--- src/rtl/mem_arbiter.sv ---
// Shared physical-memory port arbiter between the I-side and D-side L1 caches.
// The D side has fixed priority. A streak counter bounds how many consecutive
// D grants can occur while I is waiting. One line transaction is in flight at a time.
module mem_arbiter #(
   parameter int ADDR_W       = 16,
   parameter int LINE_W       = 128,
   parameter int STARVE_LIMIT = 4
) (
   input  logic              clk,
   input  logic              rst,
   input  logic              i_read,
   input  logic [ADDR_W-1:0] i_address,
   output logic [LINE_W-1:0] i_rdata,
   output logic              i_resp,
   input  logic              d_read,
   input  logic              d_write,
   input  logic [ADDR_W-1:0] d_address,
   input  logic [LINE_W-1:0] d_wdata,
   output logic [LINE_W-1:0] d_rdata,
   output logic              d_resp,
   output logic              pmem_read,
   output logic              pmem_write,
   output logic [ADDR_W-1:0] pmem_address,
   output logic [LINE_W-1:0] pmem_wdata,
   input  logic [LINE_W-1:0] pmem_rdata,
   input  logic              pmem_resp
);

   typedef enum logic [1:0] {
      IDLE    = 2'd0,
      SERVE_I = 2'd1,
      SERVE_D = 2'd2
   } state_t;

   localparam logic [3:0] LIMIT = 4'(STARVE_LIMIT);

   state_t     state_r;
   state_t     state_next_s;
   logic [3:0] streak_r;
   logic       grant_i_s;
   logic       grant_d_s;
   logic       done_s;

   // Read data is a plain copy of memory data; only the resp pulse qualifies it.
   assign i_rdata = pmem_rdata;
   assign d_rdata = pmem_rdata;

   // Completion pulses follow pmem_resp in the matching serve state. They are
   // suppressed while reset is asserted so that a late memory response is dropped.
   assign i_resp = (state_r == SERVE_I) && pmem_resp && !rst;
   assign d_resp = (state_r == SERVE_D) && pmem_resp && !rst;

   // Next-state and grant decode: starvation override first, then D priority, then I.
   always_comb begin
      state_next_s = state_r;
      grant_i_s    = 1'b0;
      grant_d_s    = 1'b0;
      done_s       = 1'b0;
      case (state_r)
         IDLE: begin
            if (i_read && (streak_r == LIMIT)) begin
               state_next_s = SERVE_I;
               grant_i_s    = 1'b1;
            end else if (d_read || d_write) begin
               state_next_s = SERVE_D;
               grant_d_s    = 1'b1;
            end else if (i_read) begin
               state_next_s = SERVE_I;
               grant_i_s    = 1'b1;
            end else begin
               state_next_s = IDLE;
            end
         end
         SERVE_I, SERVE_D: begin
            if (pmem_resp) begin
               state_next_s = IDLE;
               done_s       = 1'b1;
            end else begin
               state_next_s = state_r;
            end
         end
         default: begin
            state_next_s = IDLE;
         end
      endcase
   end

   // State register.
   always_ff @(posedge clk) begin
      if (rst) begin
         state_r <= IDLE;
      end else begin
         state_r <= state_next_s;
      end
   end

   // Streak of D grants made while I waits. It saturates at the limit and never wraps.
   always_ff @(posedge clk) begin
      if (rst) begin
         streak_r <= 4'd0;
      end else if (grant_i_s) begin
         streak_r <= 4'd0;
      end else if (grant_d_s) begin
         if (!i_read) begin
            streak_r <= 4'd0;
         end else if (streak_r < LIMIT) begin
            streak_r <= streak_r + 4'd1;
         end else begin
            streak_r <= streak_r;
         end
      end else begin
         streak_r <= streak_r;
      end
   end

   // Memory-side registers: latch the transaction on grant, drop strobes on completion.
   always_ff @(posedge clk) begin
      if (rst) begin
         pmem_read    <= 1'b0;
         pmem_write   <= 1'b0;
         pmem_address <= '0;
         pmem_wdata   <= '0;
      end else if (grant_d_s) begin
         pmem_address <= d_address;
         pmem_wdata   <= d_wdata;
         pmem_write   <= d_write;
         pmem_read    <= !d_write;
      end else if (grant_i_s) begin
         pmem_address <= i_address;
         pmem_read    <= 1'b1;
         pmem_write   <= 1'b0;
      end else if (done_s) begin
         pmem_read    <= 1'b0;
         pmem_write   <= 1'b0;
      end else begin
         pmem_read    <= pmem_read;
         pmem_write   <= pmem_write;
      end
   end

endmodule

--- config.mk ---
export PLATFORM = sky130hd
export DESIGN_NAME = mem_arbiter
export DESIGN_NICKNAME = d
export VERILOG_FILES = /design/src/rtl/mem_arbiter.sv
export SDC_FILE = /design/constraint.sdc
export NUM_CORES = 1
export LEC_CHECK = 0
export CAP_MARGIN = 20
export CORE_AREA = 2 2 272 274
export DETAILED_ROUTE_END_ITERATION = 10
export DIE_AREA = 0 0 274 276
export SYNTH_ARGS = -nofsm -noshare
export SYNTH_HDL_FRONTEND = slang
export SYNTH_SLANG_ARGS = --single-unit
--- constraint.sdc ---
create_clock -name clk -period 1.47 [get_ports clk]
set_input_delay 0.3675 -clock clk [delete_from_list [all_inputs] [get_ports clk]]
set_output_delay 0.3675 -clock clk [all_outputs]
set_load 0.01 [all_outputs]
# --- Word-level counts from Yosys, hierarchy flattened ---
# Cells that the tools add are included.
totals:
  reg_bits: 152
  in_bits: 294
  out_inout_bits: 404
op_classes:
  addsub: 1
  magnitude_cmp: 1
  n_eq_ne: 5
  muxes: 23
  n_reduce_logical: 14
ops:
  columns: ["cell", "count"]
  rows:
  - ["16-bit 2-to-1 mux", 2]
  - ["1-bit 2-to-1 mux", 15]
  - ["4-bit 2-to-1 mux", 2]
  - ["2-bit 2-to-1 mux", 3]
  - ["1-bit logical AND", 5]
  - ["4-bit by 1-bit adder with 4-bit output (second input constant)", 1]
  - ["4-bit by 3-bit equality test with 1-bit output (second input constant)", 1]
  - ["4-bit by 3-bit < comparator with 1-bit output (second input constant)", 1]
  - ["2-bit one-hot mux with 2 select lines", 1]
  - ["2-bit OR reduction", 2]
  - ["3-bit nonzero test", 1]
  - ["2-bit by 1-bit equality test with 1-bit output (second input constant)", 1]
  - ["2-bit equality test (second input constant)", 1]
  - ["1-bit logical NOT", 2]
  - ["2-bit logical NOT", 1]
  - ["2-bit by 1-bit != test with 1-bit output (second input constant)", 1]
  - ["2-bit != test (second input constant)", 1]
  - ["2-bit AND reduction", 1]
  - ["2-bit nonzero test", 1]
  - ["1-bit logical OR", 1]

# --- Logic depth before layout (Yosys ltp) ---
depth:
  word_depth: 6
  depth_mapped: 8

# --- Worst setup path before layout ---
# No wires, ideal clock.
synth_timing:
  kind: "flip-flop to flip-flop"
  startpoint: "register state_r[0]"
  endpoint: "register pmem_address[10]"
  setup_time_ns: 0.088
  t_arrival_ns: 1.421
  slack_ns: -0.040
  stages_incl_launch_ff: 8
  n_path_buf: 2
  synth_period_minus_slack_ns: 1.510
  cell_sequence: "dfxtp_1 -> inv_1 -> ha_1 -> o21ai_1 -> buf_4 -> buf_2 -> o21ai_2 -> a311oi_2"
synth_via:
  elab_chain_len: 3
synth_lines:
  columns: ["element", "line", "rtl"]
  rows:
  - ["start, declared", "37", "state_t state_r;"]
  - ["start signal, assigned", "93", "state_r <= state_next_s;"]
  - ["2-bit logical NOT *", "59", "case (state_r)"]
  - ["1-bit 2-to-1 mux", "59", null]
  - ["16-bit 2-to-1 mux / 2-bit nonzero test (equally long branches)", null, null]
  - ["end signal, assigned", "124", "pmem_address <= d_address;"]
  - ["end signal, assigned", "129", "pmem_address <= i_address;"]
  - ["end, declared", "23", "output logic [ADDR_W-1:0] pmem_address,"]
# Every way passes the cells marked *; elsewhere a longest branch is shown, timed or not.
# A chain may end at the register's enable or synchronous reset.

# --- Final worst setup path ---
layout_timing:
  startpoint: "register state_r[1]"
  endpoint: "output port i_resp"
layout_via:
  elab_chain_len: 3
layout_lines:
  columns: ["element", "line", "rtl"]
  rows:
  - ["2-bit by 1-bit equality test with 1-bit output", "50", "assign i_resp = (state_r == SERVE_I) && pmem_resp && !rst;"]
  - ["1-bit logical AND (2 in series)", "50", null]
  - ["end, declared", "14", "output logic i_resp,"]
# Every way passes these cells.

==> results.yml <==
sta:
  hold_viol: 0
  setup_viol: 155
  worst_slew_pin_slew_ns: 0.474
  rsz0062_at_grt: "true"
  final.min_clock_period_ns: 1.73
  max_freq_ghz: 0.578
  finalSetupTns_ns: -24.52
  post-route-period-util_pct: 118
  slew_headroom_pct: 68.4
  final-max-slew-violation-count: 0
  whs_ns: 0.216
  setup_ws_ns: -0.259
  fin_worst_skew_ns: 0.0138
setup_path:
  cpMaxStageDelayCell: "dfxtp_4"
  r2r-end: "pmem_wdata[28]$_SDFFE_PP0P_"
  worstPathRequired_ns: 1.10
  setup.worst_path.end_class: "primary output"
  worstSetupStartpoint: "state_r[1]$_SDFFE_PP0P_"
  r2r_start: "state_r[0]$_SDFFE_PP0P_"
  cp_num_buf_inv: 2
  reg2reg_depth: 10
  cp_max_fo: 3
  cp_slowest_stage_delay_ns: 0.39
  r2r_slack_ns: -0.25
  crit_path_cell_trace: "inv_4, ha_4, and3b_1, buf_2"
  cpLargestDelayFamily: "flip-flops"
  crit_type: "register to primary output"
  start_kind: "register"
  cp.arrival_ns: 1.36
grt:
  grt_max_degree: 56
  grt_usage_pct: 8.82
  grt_pass1_vias: 7239
  antenna_found_initial: 3
  grt-ovfl-total: 0
  grt_pass1_wl_mm: 48.2
layout:
  finalNonFillerCells: 2112
  regArea_mm2: 0.00313
  layout-drive-gt1-share_pct: 57.6
  fin_nets: 1439
  diodes: 0
  design_area_mm2: 0.0145
  area_growth_pct: 78.0
  fillCellCount: 7949
  multiInputGateArea_mm2: 0.00422
placement:
  dpl_worst_slack_ns: -0.585
  placed_area_mm2: 0.0109
  numPortBuffers: 313
  placed_cells: 2003
  gp_congestion: 0.757
  place_hpwl_mm: 24.1
min_path:
  holdPathStages: 3
  min_to: "pmem_wdata[53]$_SDFFE_PP0P_"
  hp-class: "primary input to register"
  min_from: "rst"
logic_synthesis:
  synth_warnings: 0
  synth_seq_cells: 152
  ys_seq_area_share_pct: 37.5
  synthCells: 991
  syn_area_per_cell_um2: 8.20
  synth_cell_type_count: 34
  syn_area_mm2: 0.00812
  syn_nets: 1290
clock_network:
  cts_tree: "done"
  insertion_delay_ns: 0.48
  cts_htree_levels: 4
  clk_pin_slew_ns: 0.07
  holdBufCountCts: 0
  cts_made_buffers: 17
  clock-sinks: 152
  clockBufferDepth: 2
  cts_root_buf: "clkbuf_16"
outcome:
  violations: "negative setup slack"
  outcome: "finished, violations left"
die:
  fp.dieW_um: 274
  start_util_pct: 11.2
  io_pins: 698
  die-area_mm2: 0.0756
  die_h_um: 276
  design.core.area_mm2: 0.0726
  row_count: 99
route:
  route.detailed.drc: 0
  via_per_inst: 3.73
  top_layer_used: "met5"
  wl_met1_mm: 17.5
  route.met3.wl_mm: 3.95
  antenna_left: 0
  routed_wl_mm: 43.1
  dr_wl_met2_mm: 19.4
  vias: 7879
  dr.pass1.iters: 4
  first_iter_violations: 390
  wl_per_cell_um: 20.4
power_and_ir_drop:
  powerDensity_mw_per_mm2: 945
  vdd_drop_max_uv: 534
  p_leak_nw: 5.17
job:
  drv_cap: 0
worst max-delay path by stage:
| stage | to | slack, ns | cells after the start |
|---|---|---|---|
| 6_report | i_resp | -0.26 | 4 |
| 5_1_grt | i_resp | -0.34 | 4 |
| 4_1_cts | i_resp | -0.32 | 4 |
| 3_5_place_dp | pmem_address[15]$_SDFFE_PP0P_ | -0.58 | 5 |
| 3_3_place_gp | pmem_wdata[64]$_SDFFE_PP0P_ | -0.57 | 6 |
| 2_1_floorplan | pmem_wdata[66]$_SDFFE_PP0P_ | 0.0007 | 8 |
area by class of cell:
class                           count  share of cell area (%)
Clock buffer                       17                    2.94
Multi-Input combinational cell    493                    29.2
Timing Repair Buffer              471                    37.0
Inverter                            5                   0.147
Tap cell                          959                    8.30
Sequential cell                   152                    21.6
Clock inverter                     15                   0.805
cells by family after synthesis:
logic type,Yosys count,share of synthesized area (%)
buffers and inverters,346,29.3
AO/OA/AOI/OAI,304,21.0
AND/OR/NAND/NOR,184,11.5
flip-flops,152,37.5
adder cells (fa/ha/maj),5,0.770
layer usage:
layer	vias to the layer above	track usage, %
met5	-	0.770
met4	6	5.84
met3	143	4.38
met2	464	13.2
met1	3738	9.76
li1	3528	-
worst register-to-register path, cell delays in order (launching register included):
cell and delay [ns]:
dfxtp_2 0.33, inv_2 0.08, buf_6 0.11, ha_4 0.17
o21ai_4 0.11, buf_12 0.16, clkbuf_16 0.19, buf_6 0.14
buf_12 0.12, o21ai_2 0.12, a21oi_2 0.07
cells in the final DEF, fill, tap and decap left out, drive strengths merged, types with 3 or more instances in the layout:
cell type	count
clkinv	6
o21ai	148
clkdlybuf4s15	71
buf	189
clkdlybuf4s50	164
nand2	3
nand3b	3
nor2	19
clkbuf	64
dfxtp	152
ha	5
inv	12
a21oi	132
nand3	146
a311oi	17
where the power goes:
part           total, mW  internal (mW)  switching, mW
sequential          4.79           4.53          0.264
combinational       4.52           2.38           2.14
clock               4.35           2.19           2.16
registers in the layout (all words and copies together), names as in the netlist:
| register | flops |
|---|---|
| streak_r | 4 |
| pmem_wdata | 128 |
| pmem_write | 1 |
| state_r | 2 |
| pmem_read | 1 |
| pmem_address | 16 |
what timing repair did:
action	in CTS	in global routing
pin swaps	10	166
setup buffers	7	33
endpoints found under the setup margin	298	209
resized for setup	537	532
gates cloned	6	34
stage by stage:
step	total power [mW]	utilization, %
3_5_place_dp	7.80	15.1
6_report	13.7	19.9
5_1_grt	14.4	19.9
2_1_floorplan	6.64	-
3_3_place_gp	7.79	15.1
4_1_cts	12.3	16.3
cell usage after synthesis, drive strengths merged:
master,count,area share [%]
a21oi,132,8.1
a311oi,17,2.5
a31oi,1,0.077
nand4b,1,0.11
nand4,2,0.15
ha,5,0.77
o21ba,2,0.25
nor2,19,0.88
nand2b,1,0.077
nor4b,1,0.11
o31a,1,0.11
clkbuf,42,2.2
a41oi,1,0.11
and4b,1,0.12
nor4,2,0.15
or2,2,0.15
o21ai,148,9.6
nand3b,3,0.28
dfxtp,152,37
buf,299,27
o21a,1,0.092
and3b,2,0.22
nand3,146,9.0
inv,5,0.23
a211oi,1,0.092
nand2,3,0.14
nor2b,1,0.077
No activity file was read; power rests on OpenSTA's default activity.
